$ cat src/rtl/inst_encoder_loader.sv
// Packs decoded RV32I instruction fields into machine words and streams them into imem.
// Optional immediate range checking is enabled by defining IMM_RANGE_CHECK_EN.
module inst_encoder_loader #(
  parameter int ADDR_W = 8
) (
  input  logic              clk,
  input  logic              rst,
  input  logic              start,
  input  logic              finish,
  input  logic              in_valid,
  output logic              in_ready,
  input  logic [2:0]        in_fmt,
  input  logic [4:0]        in_rd,
  input  logic [4:0]        in_rs1,
  input  logic [4:0]        in_rs2,
  input  logic [2:0]        in_func3,
  input  logic [6:0]        in_func7,
  input  logic [31:0]       in_imm,
  output logic              mem_we,
  output logic [ADDR_W-1:0] mem_addr,
  output logic [31:0]       mem_wdata,
  output logic [ADDR_W:0]   count,
  output logic              done,
  output logic              err
);

  localparam int DEPTH = 2 ** ADDR_W;
  localparam logic [ADDR_W:0]   FULL_COUNT = (ADDR_W + 1)'(DEPTH);
  localparam logic [ADDR_W-1:0] LAST_ADDR  = '1;

  typedef enum logic [1:0] {IDLE, ACCEPT, WRITE, DONE} state_t;

  state_t            state_reg, state_next;
  logic [ADDR_W-1:0] addr_reg;
  logic [ADDR_W:0]   count_reg;
  logic [31:0]       wdata_reg;
  logic              finish_pend_reg;
  logic [31:0]       enc_word;
  logic              imm_bad;
  logic              restart;

  assign restart = start && (state_reg == IDLE || state_reg == DONE);

  always_comb begin
    enc_word = 32'h0;
    case (in_fmt)
      3'd0: enc_word = {in_func7, in_rs2, in_rs1, in_func3, in_rd, 7'b0110011};
      3'd1: enc_word = {in_imm[11:0], in_rs1, in_func3, in_rd, 7'b0010011};
      3'd2: enc_word = {in_imm[11:0], in_rs1, 3'b010, in_rd, 7'b0000011};
      3'd3: enc_word = {in_imm[11:0], in_rs1, 3'b000, in_rd, 7'b1100111};
      3'd4: enc_word = {in_imm[11:5], in_rs2, in_rs1, 3'b010, in_imm[4:0], 7'b0100011};
      3'd5: enc_word = {in_imm[12], in_imm[10:5], in_rs2, in_rs1, in_func3,
                        in_imm[4:1], in_imm[11], 7'b1100011};
      3'd6: enc_word = {in_imm[20], in_imm[10:1], in_imm[11], in_imm[19:12],
                        in_rd, 7'b1101111};
      default: enc_word = {in_imm[31:12], in_rd, 7'b0110111};
    endcase
  end

`ifdef IMM_RANGE_CHECK_EN
  logic err_reg;

  // An immediate fits N signed bits when every bit above N-1 copies the sign bit.
  always_comb begin
    imm_bad = 1'b0;
    case (in_fmt)
      3'd1, 3'd2, 3'd3, 3'd4: imm_bad = (in_imm[31:11] != {21{in_imm[11]}});
      3'd5: imm_bad = (in_imm[31:12] != {20{in_imm[12]}}) || in_imm[0];
      3'd6: imm_bad = (in_imm[31:20] != {12{in_imm[20]}}) || in_imm[0];
      3'd7: imm_bad = (in_imm[11:0] != 12'h0);
      default: imm_bad = 1'b0;
    endcase
  end

  always_ff @(posedge clk or posedge rst) begin
    if (rst) begin
      err_reg <= 1'b0;
    end else if (restart) begin
      err_reg <= 1'b0;
    end else if (state_reg == ACCEPT && in_valid && imm_bad) begin
      err_reg <= 1'b1;
    end
  end

  assign err = err_reg;
`else
  assign imm_bad = 1'b0;
  assign err     = 1'b0;
`endif

  always_ff @(posedge clk or posedge rst) begin
    if (rst) begin
      state_reg <= IDLE;
    end else begin
      state_reg <= state_next;
    end
  end

  always_comb begin
    state_next = state_reg;
    in_ready   = 1'b0;
    mem_we     = 1'b0;
    done       = 1'b0;
    case (state_reg)
      IDLE: begin
        if (start) state_next = ACCEPT;
      end
      ACCEPT: begin
        in_ready = 1'b1;
        // A rejected instruction still lets a simultaneous finish end the load.
        if (in_valid && !imm_bad) state_next = WRITE;
        else if (finish)          state_next = DONE;
      end
      WRITE: begin
        mem_we = 1'b1;
        if (addr_reg == LAST_ADDR || finish_pend_reg || finish) state_next = DONE;
        else                                                     state_next = ACCEPT;
      end
      DONE: begin
        done = 1'b1;
        if (start) state_next = ACCEPT;
      end
      default: state_next = IDLE;
    endcase
  end

  always_ff @(posedge clk or posedge rst) begin
    if (rst) begin
      addr_reg        <= '0;
      count_reg       <= '0;
      wdata_reg       <= 32'h0;
      finish_pend_reg <= 1'b0;
    end else begin
      case (state_reg)
        IDLE, DONE: begin
          finish_pend_reg <= 1'b0;
          if (start) begin
            addr_reg  <= '0;
            count_reg <= '0;
          end
        end
        ACCEPT: begin
          if (in_valid && !imm_bad) begin
            wdata_reg <= enc_word;
            if (finish) finish_pend_reg <= 1'b1;
          end
        end
        WRITE: begin
          // Address wraps naturally; the count stops at a full memory.
          addr_reg        <= addr_reg + 1'b1;
          finish_pend_reg <= 1'b0;
          if (count_reg != FULL_COUNT) count_reg <= count_reg + 1'b1;
        end
        default: begin
          finish_pend_reg <= 1'b0;
        end
      endcase
    end
  end

  assign mem_addr  = addr_reg;
  assign mem_wdata = wdata_reg;
  assign count     = count_reg;

endmodule

$ cat config.mk
export PLATFORM = sky130hd
export DESIGN_NAME = inst_encoder_loader
export DESIGN_NICKNAME = d
export VERILOG_FILES = /design/src/rtl/inst_encoder_loader.sv
export SDC_FILE = /design/constraint.sdc
export NUM_CORES = 1
export LEC_CHECK = 0
export BUFFER_PORTS_ARGS = -buffer_cell sky130_fd_sc_hd__buf_2
export CAP_MARGIN = 20
export CORE_ASPECT_RATIO = 1.5
export CORE_UTILIZATION = 25
export DETAILED_ROUTE_END_ITERATION = 16
export GPL_ROUTABILITY_DRIVEN = 0
export MAX_ROUTING_LAYER = met4
export PLACE_DENSITY = 0.55
export SYNTH_ARGS = -nofsm -noshare
export SYNTH_HDL_FRONTEND = slang
export SYNTH_SLANG_ARGS = --single-unit
export TNS_END_PERCENT = 5
$ cat constraint.sdc
create_clock -name clk -period 1.85 [get_ports clk]
set_input_delay 0.4625 -clock clk [delete_from_list [all_inputs] [get_ports clk]]
set_output_delay 0.4625 -clock clk [all_outputs]
set_load 0.05 [all_outputs]
==> results of run 1 <==
-- layout by cell type (no fill, tap or decap), types with 4 or more instances in the layout --
cell	instances
a21oi_1	13
inv_1	7
a31oi_1	9
a21o_1	9
ha_1	6
buf_2	115
nor2b_1	7
or4_1	6
nand2b_1	11
mux2i_1	16
o31ai_1	8
buf_4	15
a31o_2	4
dfrtp_1	51
nand2_1	34
nand3_1	16
nand3b_1	7
nor2_1	10
clkbuf_16	5
o21ai_0	33
a222oi_1	6
-- metrics by stage --
step	power [W]	setup WS, ns	instance area (um2)	utilization
6_report	0.00604	0.0740	3970	0.346
5_1_grt	0.00640	0.00163	3970	0.346
4_1_cts	0.00609	0.0533	3960	0.345
3_5_place_dp	0.00486	0.0720	3770	0.329
3_3_place_gp	0.00481	0.117	3770	0.329
2_1_floorplan	0.00401	-0.148	2940	-
-- cell type report --
cell class | instances | share of cell area
well taps | 150 | 0.0473
inverters | 8 | 0.00756
multi-input cells | 236 | 0.385
flip-flops and latches | 51 | 0.321
clock inverters | 2 | 0.0151
clock buffers | 6 | 0.0325
repair buffers | 134 | 0.191
-- layer usage --
layer / up-vias / track usage / wire [um]
li1: 1395 / - / -
met1: 1394 / 0.172 / 3670
met2: 93 / 0.253 / 4190
met3: 6 / 0.0214 / 366
met4: 0 / 0.0376 / 103
met5: - / - / 0
-- worst max-delay path, delay by kind of cell (launching register included) --
family	cells	cell delay [ns]
compound gates	1	0.14
simple gates	1	0.53
mux	1	0.14
fa+ha+maj	1	0.28
buf+inv	2	0.23
flops	1	0.38
-- power by group through the flow --
| stage | Clock, W | Sequential (W) | Combinational, W |
|---|---|---|---|
| 2_1_floorplan | 0 | 0.00291 | 0.00110 |
| 3_3_place_gp | 0 | 0.00172 | 0.00309 |
| 3_5_place_dp | 0 | 0.00172 | 0.00314 |
| 4_1_cts | 0.00125 | 0.00171 | 0.00314 |
| 5_1_grt | 0.00129 | 0.00175 | 0.00336 |
| 6_report | 0.00121 | 0.00170 | 0.00313 |
-- cells by family after synthesis --
kind of cell | Yosys count
buf+inv | 33
other cells | 1
compound gates | 98
mux | 19
xor+xnor | 2
flops | 51
simple gates | 109
fa+ha+maj | 7
-- worst max-delay path by stage --
| stage | from | endpoint | slack, ns |
|---|---|---|---|
| global placement | state_reg[0] | count[7] | 0.12 |
| global route | state_reg[0] | mem_addr[5] | 0.002 |
| CTS | state_reg[0] | count[7] | 0.05 |
| detailed placement | state_reg[0] | count[7] | 0.07 |
| floorplan | state_reg[1] | mem_wdata[13] | -0.15 |
| finish | state_reg[0] | mem_addr[7] | 0.07 |
==> results.json, run 1 <==
{
  "outcome": "finished, final reports clean",
  "worstSetupStartpointType": "register",
  "cts_tree": "built",
  "powerDensity_nw_per_um2": 1520,
  "nFillCells": 1218,
  "antenna_cells": 0,
  "wire_per_inst_um": 14.2,
  "synth_compound_area_frac": 0.216,
  "antenna_found_initial": 0,
  "worst-r2r-cell-count": 6,
  "synth_ff_type": "dfrtp_1",
  "syn_avg_cell_area_um2": 9.19,
  "whs_ns": 0.229,
  "clkTransAtPathRegs_ns": 0.08,
  "coreArea_um2": 11500,
  "insertion_delay_ns": 0.30,
  "synth_top_family_by_area": "compound AO/OA/AOI/OAI gates",
  "die_area_um2": 12200,
  "vias": 2888,
  "power.switching_w": 0.00290,
  "nNetsFinal": 508,
  "postRouteAntennaNets": 0,
  "slowest_stage": "or4_1",
  "crit_fanout": 24,
  "syn-num-nets": 392,
  "largest_reg_flops": 31,
  "synth_edf_count": 0,
  "p_leak_nw": 1.89,
  "grt_pass1_wl_mm": 14.0,
  "dp_hpwl_mm": 6.43,
  "worstPathArrival_ns": 2.00,
  "synth-warning-count": 0,
  "timing.final.crit_share": 0.960,
  "synth.area.top_cells": "dfrtp_1 (43%), o21ai_0 (5.6%), mux2i_1 (5.4%)",
  "cts_buffer_depth": 2,
  "peakVddDrop_mv": 0.613,
  "drive_above_1_share": 0.352,
  "ctsResizeCount": 0,
  "synth_seq_area_share": 0.434,
  "seqPwrFrac": 0.281,
  "pwr-share-comb": 0.518,
  "clock_skew_ns": 0.00804,
  "syn_inst": 320,
  "critical_path_class": "register to register",
  "regToRegStartpoint": "state_reg[0]",
  "multiInputGateArea_um2": 1530,
  "synth_common_cells": "dfrtp_1 (51), nand2_1 (34), o21ai_0 (33)",
  "internal_power_w": 0.00313,
  "layout.cells.non_filler": 587,
  "endpoint_kind": "register",
  "period_needed_ns": 1.78,
  "grt_max_degree": 36,
  "ys_ff_latch": 51,
  "ff_latch_area_um2": 1280,
  "r2r_end": "mem_addr[7]",
  "min_path_type": "input port to async pin",
  "r2r_slack_ns": 0.07,
  "cts_setup_buffers": 0,
  "slew-limit-headroom": 0.666,
  "finalHoldViolCount": 0,
  "post-place-cells": 579,
  "synth_fa_ha_area_frac": 0.0298,
  "synth_top_area_cell": "dfrtp_1",
  "die_h_um": 135,
  "drt_iter0_markers": 121,
  "routed_wl_mm": 8.34,
  "yosysMostFrequentCell": "dfrtp_1",
  "slew_viol_final": 0,
  "clock_tree.root_cell": "clkbuf_16",
  "cts_buffers": 5,
  "setup_viol": 0,
  "worst_slew_pin_slew_ns": 0.494,
  "port_buffers": 116,
  "synthMuxAreaShare": 0.0659,
  "syn_to_final_growth_pct": 35.0,
  "path_cells": "inv_1 > ha_2 > mux2i_1 > buf_6 > or4_1 > a21oi_2",
  "synth_top_area_frac": 0.434,
  "synth_xor_area_frac": 0.00595,
  "p_clk_frac": 0.200,
  "initial_utilization": 0.256,
  "grt_pass1_vias": 2837,
  "async_reset_ff_frac": 1.00,
  "cap_violations": 0,
  "rsz0062_at_grt": "false",
  "rows": 48,
  "fin_tns_setup_ns": 0,
  "synth.distinct_cells": 48,
  "cts_hold_buf": 0,
  "die_w_um": 90.6,
  "first_pass_iters": 6,
  "p_sw_frac": 0.481,
  "drc": 0,
  "critical-path-max-stage-delay_ns": 0.53,
  "clkSinkCount": 51,
  "cts_max_level": 2,
  "grt_usage": 0.144,
  "yosys.area_share.simple": 0.198,
  "grt-ovfl-total": 0,
  "clock.fmax_mhz": 563,
  "required_ns": 2.07,
  "syn-cell-area_um2": 2940,
  "ios": 118,
  "viasPerCell": 4.92
}
Power figures use the tool's default switching activity.
==> inputs of run 2 (changes only) <==
Settings changed: SETUP_SLACK_MARGIN from default to 0.15.
==> run 2 against run 1 <==
Largest cell class unchanged. Total power is 0.47% lower. Flip-flop and latch count stayed put. Design area hardly changed. Routed wire length is 1.2% lower. Via count is 1.2% lower. Maximum frequency is 3.1% higher. Largest power group unchanged. Count of clock-buffer cells in the layout is 1 lower.
==> results.json, run 2 (synthesis gave the netlist of run 1 again) <==
{
  "outcome": "finished, final reports clean",
  "utilization": 0.346,
  "clock_tree.root_cell": "clkbuf_16",
  "period_needed_ns": 1.72,
  "crit_family": "flip-flops",
  "fin_tns_setup_ns": 0,
  "wire_per_inst_um": 14.0,
  "crit_fanout": 3,
  "path_cells": "buf_4 > ha_1 > buf_2",
  "min_path_type": "input port to async pin",
  "setup_viol": 0,
  "powerDensity_nw_per_um2": 1510,
  "slowest_stage": "dfrtp_1",
  "peakVddDrop_mv": 0.632,
  "rows": 48,
  "initial_utilization": 0.256,
  "clock_skew_ns": 0.00800,
  "drc": 0,
  "clkSinkCount": 51,
  "routed_wl_mm": 8.24,
  "worst-r2r-cell-count": 5,
  "crit_buf_inv": 2,
  "grt_max_degree": 36,
  "grt-ovfl-total": 0,
  "nFillCells": 1217,
  "grt_use_met1": 0.157,
  "die_w_um": 90.6,
  "grt_pass1_wl_mm": 12.8,
  "dp_hpwl_mm": 6.39,
  "worstPathArrival_ns": 1.26,
  "nNetsFinal": 508,
  "ios": 118,
  "required_ns": 1.39,
  "finalHoldViolCount": 0,
  "worst_slew_pin_slew_ns": 0.637,
  "syn_to_final_growth_pct": 35.0,
  "p_leak_nw": 1.88,
  "antenna_found_initial": 0,
  "cts_buffer_depth": 2,
  "antenna_cells": 0,
  "coreArea_um2": 11500,
  "cts_buffers": 5,
  "cts_tree": "built",
  "die_h_um": 135,
  "rsz0062_at_grt": "true",
  "multiInputGateArea_um2": 1560,
  "clkTransAtPathRegs_ns": 0.07,
  "die_area_um2": 12200,
  "grt_use_met3": 0.0242,
  "drive_above_1_share": 0.366,
  "slew_viol_final": 0,
  "endpoint_kind": "output pin",
  "crit_cells": 3,
  "vias": 2853,
  "ff_latch_area_um2": 1280,
  "top_usage_layer": "met2",
  "worstSetupStartpointType": "register",
  "slew-limit-headroom": 0.572,
  "clock.fmax_mhz": 581,
  "viasPerCell": 4.86,
  "critical-path-max-stage-delay_ns": 0.43,
  "critical_path_class": "register to output pin",
  "timing.final.crit_share": 0.931,
  "layout_common_cells": "buf_2 (114), dfrtp_1 (51), nand2_1 (34), o21ai_0 (33), buf_4 (17)",
  "cap_violations": 0,
  "final_area_um2": 3970,
  "cts_hold_buf": 0,
  "grt_pass1_vias": 2586,
  "cts_max_level": 2,
  "grt_usage": 0.134,
  "postRouteAntennaNets": 0,
  "postPlaceCellArea_um2": 3750,
  "largest_reg_flops": 31,
  "insertion_delay_ns": 0.30,
  "drt_iter0_markers": 81,
  "final_common_cell": "buf_2",
  "grtUsageMet2": 0.233,
  "port_buffers": 116,
  "first_pass_iters": 4
}
[run 2: changes by cell type in the layout (fill, tap and decap cells not counted), sizes merged]
cell / delta
clkbuf: -1
inv: +1
bufinv: -1
clkinv: +1
[run 2: what timing repair did]
action | 4_1_cts | 5_1_grt
endpoints found under the setup margin | 9 | 11
cloned | 0 | 0
resized for setup | 4 | 4
pin swaps | 1 | 3
buffers inserted | 1 | 1
[run 2: final timing paths]
| check | end | slack, ns | startpoint |
|---|---|---|---|
| worst max register to register | count[5] | 0.13 | state_reg[1] |
| min in group clk | state_reg[0] | 0.41 | in_valid |
| worst min-delay path | mem_addr[4] | 0.21 | rst |
| worst min register to register | mem_wdata[5] | 0.47 | mem_wdata[5] |
| max in group asynchronous | mem_wdata[22] | 1.31 | rst |
| worst max-delay path | done | 0.13 | state_reg[1] |
[run 2: per-layer routing]
metal | wire length (um) | share of wire
met1 | 3650 | 0.44
met2 | 4130 | 0.50
met3 | 361 | 0.044
met4 | 93 | 0.011
met5 | 0 | 0
[run 2: metrics by stage]
step	power (W)	cells	hold slack [ns]	setup slack, ns
3_5_place_dp	0.00489	577	0.456	0.121
5_1_grt	0.00634	587	0.229	0.0863
6_report	0.00601	587	0.208	0.128
2_1_floorplan	0.00409	320	0.480	0.113
4_1_cts	0.00606	586	0.210	0.132
3_3_place_gp	0.00484	577	0.461	0.162
[run 2: tightest hold or removal path, delay by kind of cell]
| family | cells | cell delay (ns) |
|---|---|---|
| buffers and inverters | 3 | 0.41 |
[run 2: report_power, final]
group | switching [W] | internal [W]
registers | 0.000221 | 0.00149
logic | 0.00228 | 0.000924
clock network | 0.000445 | 0.000647
[run 2: layout make-up]
type,instances,share of cell area
clock buffers,5,0.0315
clock inverters,3,0.0120
inverters,8,0.00756
multi-input cells,236,0.394
flip-flops and latches,51,0.321
well taps,150,0.0473
repair buffers,134,0.187
